File: src/rtl/s2mm_write_sequencer.sv
// Stream-to-memory write sequencer: one single-beat AXI4 write per accepted AXI4-Stream sample.
// Optional build macro S2MM_ERROR_COUNT_EN enables the saturating non-OKAY response counter.
module s2mm_write_sequencer #(
  parameter int MM_ADDR_WIDTH   = 32,
  parameter int DATA_WIDTH      = 32,
  parameter int MAX_OUTSTANDING = 4
) (
  input  logic                      SYS_aclk,
  input  logic                      SYS_aresetn,
  input  logic                      SM_enable,
  input  logic [DATA_WIDTH-1:0]     S_AXIS_tdata,
  input  logic                      S_AXIS_tvalid,
  output logic                      S_AXIS_tready,
  input  logic [MM_ADDR_WIDTH-1:0]  SM_write_buffer,
  output logic                      SM_reading,
  output logic                      SM_writing,
  output logic [MM_ADDR_WIDTH-1:0]  M_AXI_awaddr,
  output logic [7:0]                M_AXI_awlen,
  output logic [2:0]                M_AXI_awsize,
  output logic [1:0]                M_AXI_awburst,
  output logic                      M_AXI_awvalid,
  input  logic                      M_AXI_awready,
  output logic [DATA_WIDTH-1:0]     M_AXI_wdata,
  output logic [DATA_WIDTH/8-1:0]   M_AXI_wstrb,
  output logic                      M_AXI_wlast,
  output logic                      M_AXI_wvalid,
  input  logic                      M_AXI_wready,
  input  logic [1:0]                M_AXI_bresp,
  input  logic                      M_AXI_bvalid,
  output logic                      M_AXI_bready,
  output logic [15:0]               SM_error_count
);

  localparam int         STRB_W  = DATA_WIDTH / 8;
  localparam logic [2:0] AWSIZE  = 3'($clog2(STRB_W));
  localparam logic [3:0] MAX_OUT = 4'(MAX_OUTSTANDING);

  typedef enum logic {IDLE, ISSUE} state_t;

  state_t                     state;
  logic                       run_p0;
  logic [3:0]                 outstanding;
  logic                       aw_done;
  logic                       w_done;
  logic                       awvalid_p1;
  logic                       wvalid_p1;
  logic [MM_ADDR_WIDTH-1:0]   awaddr_p1;
  logic [DATA_WIDTH-1:0]      wdata_p1;
  logic [15:0]                err_count;

  logic accept;
  logic aw_hs;
  logic w_hs;
  logic b_hs;
  logic issue_done;
  logic cnt_inc;
  logic cnt_dec;

`ifdef S2MM_ERROR_COUNT_EN
  function automatic logic [15:0] sat_inc16(input logic [15:0] v);
    return (v == 16'hFFFF) ? v : v + 16'd1;
  endfunction
`endif

  // run_p0 is a registered "out of reset" flag so tready/bready read 0 during reset.
  assign S_AXIS_tready = run_p0 & (state == IDLE) & SM_enable & (outstanding < MAX_OUT);
  assign accept        = S_AXIS_tvalid & S_AXIS_tready;
  assign aw_hs         = awvalid_p1 & M_AXI_awready;
  assign w_hs          = wvalid_p1 & M_AXI_wready;
  assign b_hs          = M_AXI_bvalid & run_p0;
  assign issue_done    = (state == ISSUE) & (aw_done | aw_hs) & (w_done | w_hs);
  assign cnt_inc       = issue_done;
  assign cnt_dec       = b_hs & (outstanding != 4'd0);

  assign SM_reading    = accept;
  assign SM_writing    = b_hs;
  assign M_AXI_bready  = run_p0;
  assign M_AXI_awaddr  = awaddr_p1;
  assign M_AXI_awvalid = awvalid_p1;
  assign M_AXI_wdata   = wdata_p1;
  assign M_AXI_wvalid  = wvalid_p1;
  assign M_AXI_awlen   = 8'd0;
  assign M_AXI_awsize  = AWSIZE;
  assign M_AXI_awburst = 2'b01;
  assign M_AXI_wstrb   = {STRB_W{1'b1}};
  assign M_AXI_wlast   = 1'b1;
  assign SM_error_count = err_count;

`ifndef S2MM_ERROR_COUNT_EN
  logic unused_bresp;
  assign unused_bresp = ^M_AXI_bresp;
  assign err_count    = 16'd0;
`endif

  always_ff @(posedge SYS_aclk) begin
    if (!SYS_aresetn) begin
      state       <= IDLE;
      run_p0      <= 1'b0;
      outstanding <= 4'd0;
      aw_done     <= 1'b0;
      w_done      <= 1'b0;
      awvalid_p1  <= 1'b0;
      wvalid_p1   <= 1'b0;
      awaddr_p1   <= '0;
      wdata_p1    <= '0;
`ifdef S2MM_ERROR_COUNT_EN
      err_count   <= 16'd0;
`endif
    end else begin
      run_p0 <= 1'b1;
      // p0 -> p1: sample captured on accept, AW/W issued from p1 registers
      case (state)
        IDLE: begin
          if (accept) begin
            state      <= ISSUE;
            awaddr_p1  <= SM_write_buffer;
            wdata_p1   <= S_AXIS_tdata;
            awvalid_p1 <= 1'b1;
            wvalid_p1  <= 1'b1;
            aw_done    <= 1'b0;
            w_done     <= 1'b0;
          end
        end
        ISSUE: begin
          if (aw_hs) begin
            awvalid_p1 <= 1'b0;
            aw_done    <= 1'b1;
          end
          if (w_hs) begin
            wvalid_p1 <= 1'b0;
            w_done    <= 1'b1;
          end
          if (issue_done) state <= IDLE;
        end
        default: state <= IDLE;
      endcase

      case ({cnt_inc, cnt_dec})
        2'b10:   outstanding <= outstanding + 4'd1;
        2'b01:   outstanding <= outstanding - 4'd1;
        default: outstanding <= outstanding;
      endcase

`ifdef S2MM_ERROR_COUNT_EN
      if (b_hs && (M_AXI_bresp != 2'b00)) err_count <= sat_inc16(err_count);
`endif
    end
  end

endmodule

File: config.mk
export PLATFORM = sky130hd
export DESIGN_NAME = s2mm_write_sequencer
export DESIGN_NICKNAME = d
export VERILOG_FILES = /design/src/rtl/s2mm_write_sequencer.sv
export SDC_FILE = /design/constraint.sdc
export NUM_CORES = 1
export LEC_CHECK = 0
export CAP_MARGIN = 0
export CELL_PAD_IN_SITES_DETAIL_PLACEMENT = 0
export CELL_PAD_IN_SITES_GLOBAL_PLACEMENT = 1
export CORE_MARGIN = 3
export CORE_UTILIZATION = 24
export CTS_CLUSTER_DIAMETER = 40
export DETAILED_ROUTE_END_ITERATION = 8
export GPL_TIMING_DRIVEN = 0
export MAX_ROUTING_LAYER = met4
export PLACE_DENSITY = 0.8
export SYNTH_ARGS = -nofsm -noshare
export SYNTH_HDL_FRONTEND = slang
export SYNTH_SLANG_ARGS = --single-unit
File: constraint.sdc
create_clock -name SYS_aclk -period 1.97 [get_ports SYS_aclk]
set_clock_uncertainty 0.05 [all_clocks]
set_input_delay 0.394 -clock SYS_aclk [delete_from_list [all_inputs] [get_ports SYS_aclk]]
set_output_delay 0.394 -clock SYS_aclk [all_outputs]
set_load 0.01 [all_outputs]
Word level (Yosys, flattened, before mapping):

Cells that the tools add are included.

* equal/unequal tests: 5
* add/sub/neg operators: 2
* reductions and logical operators: 5
* bitwise gates (word level): 13
* multiplexer cells: 15
* magnitude comparators: 1
* shifts and indexed selects: 0
* multipliers: 0
* divide/modulo/power cells: 0

Operators with widths (count)
* AND 1 bit: 10
* case mux 1 bit (2 select lines): 5
* two-way mux 1 bit: 9
* case mux 4 bit (2 select lines): 1
* AND reduction 2 bit: 3
* adder 4 x 1 -> 4 bit, second input constant: 1
* < comparator 4 x 3 -> 1 bit, second input constant: 1
* inequality test 2 x 1 -> 1 bit, second input constant: 2
* nonzero test 4 bit: 1
* subtractor 4 x 1 -> 4 bit, second input constant: 1
* equality test 2 x 1 -> 1 bit, second input constant: 1
* equality test 2 bit, second input constant: 1
* inequality test 2 bit, second input constant: 1
* bitwise OR 1 bit: 2
* nonzero test 2 bit: 1
* NOT 1 bit: 1

* flip-flop bits (word level): 74
* output and inout port bits: 104
* bits in read-only memories: 0
* bits in latches: 0
* RAM bits: 0
* memories: 0

Logic depth before layout (Yosys ltp):

Gate-level depths: netlist of run 1.

* depth after elaboration: 7
* mapped depth: 10
* mapped depth without buffers: 10

Least setup slack after synthesis of run 1:

OpenSTA, ideal clock, no wires.

* kind: input -> register
* from: input M_AXI_bvalid
* to: register outstanding[2]
* data arrival time: 1.984 ns
* stages: 9
* data required time: 1.850 ns
* buffers on the path: 0
* path slack: -0.134 ns
* library setup time: 0.070 ns
* path through: and2_1 -> a21boi_0 -> ha_1 -> xor2_1 -> ha_1 -> a21oi_1 -> xor2_1 -> or3_1 -> a21boi_1

* cells in the longest elaborated chain, start to end: 4
* elaborated cells on any way between the ends: 6

Ends and longest elaborated chain
* start: declaration: line 29 `input logic M_AXI_bvalid,`
* AND 1 bit *: line 70 `assign b_hs = M_AXI_bvalid & run_p0;`
* AND 1 bit *: line 73 `assign cnt_dec = b_hs & (outstanding != 4'd0);`
* equality test 2 x 1 -> 1 bit or equality test 2 bit (tied branches): line 138 `case ({cnt_inc, cnt_dec})`
* case mux 4 bit (2 select lines) or nonzero test 2 bit (tied branches)
* end signal: assignment: line 139 `2'b10: outstanding <= outstanding + 4'd1;`
* end signal: assignment: line 140 `2'b01: outstanding <= outstanding - 4'd1;`
* end signal: assignment: line 141 `default: outstanding <= outstanding;`
* end: declaration: line 42 `logic [3:0] outstanding;`

Mark *: on every way between the ends. The rest lies on a longest branch, timed or not.
A chain may end at the register's enable or synchronous reset.

Worst setup path after layout of run 1:

* from: register run_p0, in the netlist M_AXI_bready
* to: output SM_reading

* cells in the longest elaborated chain, start to end: 4

Ends and longest elaborated chain
* start: declaration: line 41 `logic run_p0;`
* start signal: assignment: line 98 `run_p0 <= 1'b0;`
* start signal: assignment: line 110 `run_p0 <= 1'b1;`
* AND 1 bit (3 in a row): line 66 `assign S_AXIS_tready = run_p0 & (state == IDLE) & SM_enable & (outstanding < MAX_OUT);`
* AND 1 bit: line 67 `assign accept = S_AXIS_tvalid & S_AXIS_tready;`
* end: declaration: line 15 `output logic SM_reading,`

No other way between the ends.

==> metrics.cfg, run 1 <==
[detailed_routing]
routed_wl_um=9272
ant_nets=0
dr.first_iter.drc_count=75
viasPerCell=4.053
post_drt_wl_per_cell_um=12.61
drtPass1Iterations=4
num_vias=2979
drc=0

[placed_design]
hpwlAfterDp_um=6910
numPortBuffers=140
globalplace.congestion=0.7129

[floorplan]
std_cell_rows=41
coreArea_mm2=0.01272
ios=177
die_h_um=120.7
start_util_pct=24.81
die_area_mm2=0.01456
die_x_um=120.7

[synth]
ys_ff_latch=74
yosysSeqAreaShare_pct=46.93
yosysWarnings=0
synth-simple-area-share_pct=19.34
ys_types=27
syn-cell-area_mm2=0.003157
syn_avg_cell_area_um2=8.509
synth_top_family_by_area=simple AND/OR/NAND/NOR gates
yosys.area_share.xor_xnor_pct=0.8323
synthAdderAreaFrac_pct=1.189
synth_mux_area_share_pct=0.6342
syn_inst=371
synth-compound-area-share_pct=18.39

[cts]
root_buffer=clkbuf_16
clk_pin_slew_worst_paths_ns=0.05
hold_buffers=0
cts.htree.levels=3
clock_sinks=74
cts_tree=done
clk_path_buf_depth=2
numCtsBuffers=9
insertion_delay_ns=0.33

[sta]
min_period_ns=1.892
post-route-period-util_pct=96.02
drv_slew=0
hold_viol_final=0
setup_viol=0
worstMarginPinSlew_ns=0.5487
maxSlewHeadroom_pct=63.42
grt_setup_unrepaired=true
whs_ns=0.3992
clock.fmax_mhz=528.7

[grt]
grt_pass1_wl_um=14230
grt_pass1_vias=2960
gr-total-overflow=0
grt_max_degree=12
grt_use_total_pct=12.90
antenna_found_initial=0

[power]
pwr-share-clk_pct=43.5
cell_internal_pwr_mw=2.864
p_comb_share_pct=14.0
p_per_area_mw_per_mm2=698.3
p_leak_nw=2.036
p_sw_share_pct=22.62
p_sw_mw=0.8373
ir_drop_v=0.0002954
power.share.sequential_pct=42.5

[layout]
filler_cell_count=1334
seq_area_mm2=0.001494
nNetsFinal=635
mostFrequentLayoutCells=135 x clkdlybuf4s50_1, 133 x nand2_1, 68 x a21boi_1
finalCoreUtilization_pct=41.66
layout_commonest_cell=clkdlybuf4s50_1
multi_input_area_mm2=0.001471
drive_gt1_share_pct=14.74
syn_to_final_growth_pct=67.90
diodes=0

[outcome]
status=completed

[worst_setup_path]
worstPathCellList=buf_4, nor2b_2, nand4_4, inv_6, dlygate4sd2_1
cp-start-kind=register
max_stage_delay_ns=0.32
crit_family=buffers and inverters
endpoint_kind=primary output
crit_buf_inv=3
crit_arrival_ns=1.45
crit_type=register to primary output
crit_path_max_fanout=2
slowest_stage=dfxtp_2
crit_required_ns=1.53

[job]
drv_cap=0

[min_path]
hp-class=register to register

==> power groups by stage <==
stage	Combinational, mW	Sequential, mW	Clock [mW]
global route	0.562	1.58	1.74
CTS	0.522	1.57	1.67
finish	0.519	1.57	1.61
detailed placement	0.515	1.61	0
global placement	0.509	1.60	0
floorplan	0.209	1.62	0
==> per-layer routing <==
layer / vias up / global-route usage, % / routed length (µm)
met1: 1362 / 14.72 / 3964
li1: 1505 / - / -
met2: 104 / 20.82 / 4409
met5: - / - / 0
met4: 0 / 3.612 / 110
met3: 8 / 5.472 / 788
==> through the flow <==
step                setup slack [ns]  cells  setup TNS (ns)  total power, mW  cell area [µm²]
CTS                         -0.01476    734        -0.01476            3.763             5278
global route                -0.04762    735        -0.04762            3.877             5300
floorplan                    0.01423    403               0            1.833             3289
detailed placement           -0.6093    715          -10.62            2.120             4906
global placement             -0.6090    715          -8.640            2.112             4906
finish                       0.07841    735               0            3.701             5300
==> path summary, 6_finish.rpt <==
kind | start | endpoint | slack [ns] | cells after the start
setup reg to reg | M_AXI_bready | outstanding[2] | 0.08 | 9
hold / removal | M_AXI_wdata[7] | M_AXI_wdata[7] | 0.40 | 2
setup / recovery | M_AXI_bready | SM_reading | 0.08 | 5
hold reg to reg | M_AXI_wdata[7] | M_AXI_wdata[7] | 0.40 | 2
==> synth_stat cells <==
cell type / instances / area [µm²]
nor2b_1: 6 / 37.54
a21boi_1: 68 / 510.5
clkbuf_1: 13 / 48.80
inv_2: 1 / 3.750
xnor2_1: 1 / 8.760
nor2_1: 3 / 11.26
a32oi_1: 2 / 17.52
dfxtp_1: 74 / 1481
a21oi_1: 4 / 20.02
nand2b_1: 1 / 6.260
a31oi_1: 1 / 6.260
nand2_1: 134 / 503.0
buf_2: 2 / 10.01
nand4_2: 1 / 12.51
buf_4: 35 / 262.8
xor2_1: 2 / 17.52
and2_1: 2 / 12.51
o21ai_0: 2 / 10.01
o32ai_1: 1 / 8.760
a21boi_0: 1 / 7.510
buf_6: 6 / 67.56
mux2i_1: 2 / 20.02
ha_1: 3 / 37.54
or3_1: 2 / 12.51
and3_1: 1 / 6.260
nor2b_2: 1 / 8.760
conb_1: 2 / 7.510
==> state kept, by name, summed over array words and instances (netlist names) <==
name           flops
M_AXI_bready       1
outstanding        4
M_AXI_wvalid       1
w_done             1
state              1
M_AXI_awvalid      1
M_AXI_wdata       32
aw_done            1
M_AXI_awaddr      32
==> cell families (layout without fill, tap and decap cells) <==
kind of cell / Yosys count / after routing
xor gates and xnor gates: 3 / 3
AOI/OAI and AO/OA: 79 / 79
adders and majority gates: 3 / 3
and+or+nand+nor: 151 / 151
buffers and inverters: 57 / 217
other: 2 / 34
muxes: 2 / 2
DFF: 74 / 74
==> timing repair <==
action | CTS | global route
pin swaps | 9 | 6
setup buffers | 5 | 1
setup endpoints to repair | 4 | 2
gates resized for setup | 22 | 5
==> worst register-to-register path: stages (launching register included) <==
cell and delay (ns):
dfxtp_2 0.32, and2_4 0.13, a21boi_4 0.20, ha_4 0.16
xor2_1 0.15, ha_2 0.19, a21oi_2 0.03, xor2_1 0.14
or3_1 0.30, a21boi_1 0.13
==> area by class of cell <==
type	count	share of cell area [%]
inverter	1	0.1653
sequential	74	28.19
clock inverter	3	0.7554
timing repair buffer	146	27.17
tap	172	4.060
buffer	55	7.247
multi-input combinational	272	27.76
clock buffer	12	4.651
Power figures use the tool's default switching activity.
==> run 2: changes to the inputs <==
--- a/config.mk
+++ b/config.mk
@@ -8,7 +8,7 @@
 export CAP_MARGIN = 0
 export CELL_PAD_IN_SITES_DETAIL_PLACEMENT = 0
 export CELL_PAD_IN_SITES_GLOBAL_PLACEMENT = 1
-export CORE_MARGIN = 3
+export CORE_MARGIN = 4
 export CORE_UTILIZATION = 24
 export CTS_CLUSTER_DIAMETER = 40
 export DETAILED_ROUTE_END_ITERATION = 8
==> metrics.cfg, run 2 (synthesized netlist as in run 1, its figures left out) <==
[sta]
drv_slew=0  ; unchanged
maxSlewHeadroom_pct=60.19  ; -3.2 points
post-route-period-util_pct=98.36  ; +2.3 points
min_period_ns=1.938  ; +0.04618 ns
hold_viol_final=0  ; unchanged
grt_setup_unrepaired=true
whs_ns=0.4005  ; +0.001253 ns
clock.fmax_mhz=516.1  ; -2.4%
worst_slack_ns=0.03223  ; -0.04618 ns
worstMarginPinSlew_ns=0.5971  ; +0.04839 ns
setup_viol=0  ; unchanged

[grt]
grt_use_total_pct=12.88  ; -0.022 points
gr-total-overflow=0  ; unchanged
grt_max_degree=11  ; -1
grt_pass1_wl_um=14450  ; +1.6%
antenna_found_initial=0  ; unchanged
grt_pass1_vias=2961  ; +0.034%

[worst_setup_path]
cp-start-kind=register
r2r-start=M_AXI_bready
crit_path_max_fanout=3  ; +1
crit_required_ns=2.18  ; +0.65 ns
cp-endpoint=outstanding[2]
regToRegSetupSlack_ns=0.03  ; -0.05 ns
crit_type=register to register
ff2ff_path_depth=9  ; unchanged
crit_arrival_ns=2.15  ; +0.70 ns
endpoint_kind=register
startpoint=M_AXI_bready
timing.rr.end=outstanding[2]

[power]
p_per_area_mw_per_mm2=666.7  ; -4.5%
p_comb_share_pct=14.7  ; +0.7 points
p_sw_mw=0.8112  ; -3.1%
p_leak_nw=2.037  ; about the same
pwr-share-clk_pct=41.0  ; -2.5 points
p_sw_share_pct=22.88  ; +0.26 points
cell_internal_pwr_mw=2.734  ; -4.5%
ir_drop_v=0.0004241  ; +44%
power.share.sequential_pct=44.4  ; +1.9 points

[outcome]
status=completed

[cts]
hold_buffers=0  ; unchanged
clk_path_buf_depth=2  ; unchanged
insertion_delay_ns=0.34  ; about the same
clock_sinks=74  ; unchanged
root_buffer=clkbuf_16
cts.htree.levels=3  ; unchanged
cts_tree=done
numCtsBuffers=9  ; unchanged
clk_pin_slew_worst_paths_ns=0.05  ; about the same

[floorplan]
die_x_um=122.7  ; +1.7%
coreArea_mm2=0.01277  ; +0.40%
ios=177  ; unchanged
start_util_pct=24.71  ; -0.10 points
die_h_um=122.7  ; +1.7%
die_area_mm2=0.01505  ; +3.3%
std_cell_rows=41  ; unchanged

[layout]
filler_cell_count=1272  ; -4.6%
diodes=0  ; unchanged
final_cells=737  ; +0.27%
fin_area_mm2=0.005318  ; +0.33%
nNetsFinal=638  ; +0.47%
layout_commonest_cell=clkdlybuf4s50_1
mostFrequentLayoutCells=134 x clkdlybuf4s50_1, 133 x nand2_1, 68 x a21boi_1
drive_gt1_share_pct=15.04  ; +0.30 points
syn_to_final_growth_pct=68.45
finalCoreUtilization_pct=41.63  ; about the same

[detailed_routing]
viasPerCell=4.041  ; -0.30%
num_vias=2978  ; -0.034%
post_drt_wl_per_cell_um=12.79  ; +1.4%
drc=0  ; unchanged
ant_nets=0  ; unchanged
routed_wl_um=9427  ; +1.7%
dr.first_iter.drc_count=57  ; -24%
drtPass1Iterations=4  ; unchanged

[job]
drv_cap=0  ; unchanged

[placed_design]
numPortBuffers=140  ; unchanged
post-place-ws_ns=-0.6581  ; -0.04877 ns
place_area_mm2=0.004906  ; unchanged
dpl.cell_count=715  ; unchanged
globalplace.congestion=0.7043  ; -1.2%
hpwlAfterDp_um=6980  ; +1.0%

[min_path]
hp-class=register to register
worstHoldStart=M_AXI_wdata[28]

## run 2: timing repair
item / CTS / global route
resized for setup: 25 / 9
setup endpoints to repair: 5 / 3
pin swaps: 9 / 10
setup buffers: 6 / 3
## run 2: power groups by stage
stage | Clock (mW) | Sequential (mW) | Combinational (mW)
global route | 1.59 | 1.58 | 0.567
detailed placement | 0 | 1.60 | 0.516
floorplan | 0 | 1.62 | 0.209
CTS | 1.51 | 1.57 | 0.525
global placement | 0 | 1.60 | 0.513
finish | 1.45 | 1.57 | 0.520
## run 2: layer usage
metal,vias up,wire (µm),GRT usage [%]
met5,-,0,-
met4,0,142,3.779
met3,16,746,5.207
met1,1329,3963,14.98
li1,1513,-,-
met2,120,4574,20.46
## run 2: how the worst min path moves through the flow
stage | end | slack, ns | cells past startpoint
final | M_AXI_wdata[28] | 0.40 | 2
after global routing | M_AXI_awaddr[20] | 0.42 | 2
after CTS | M_AXI_wdata[28] | 0.40 | 2
after detailed placement | M_AXI_wdata[28] | 0.39 | 2
after global placement | M_AXI_wdata[31] | 0.39 | 2
after floorplan | M_AXI_bready | 0.37 | 0
## run 2: critical path, stage by stage (launching register included)
cell and delay (ns):
dfxtp_2 0.33, and2_4 0.15, a21boi_4 0.20, ha_4 0.18, xor2_2 0.14, ha_2 0.19, a21oi_2 0.04, xor2_1 0.14
or3_1 0.31, a21boi_1 0.13
## run 2: per-stage QoR
| stage | setup TNS (ns) | total power, mW |
|---|---|---|
| 2_1_floorplan | 0 | 1.833 |
| 3_3_place_gp | -11.68 | 2.115 |
| 3_5_place_dp | -15.17 | 2.121 |
| 4_1_cts | -0.02057 | 3.608 |
| 5_1_grt | -0.1303 | 3.731 |
| 6_report | 0 | 3.545 |
## run 2: area by class of cell
type	count	area [µm²]	area share (%)
buffer	55	384.1	7.224
clock buffer	14	254.0	4.776
inverter	1	8.758	0.1647
multi-input combinational	272	1496	28.14
sequential	74	1496	28.14
tap	172	215.2	4.047
timing repair buffer	149	1463	27.51
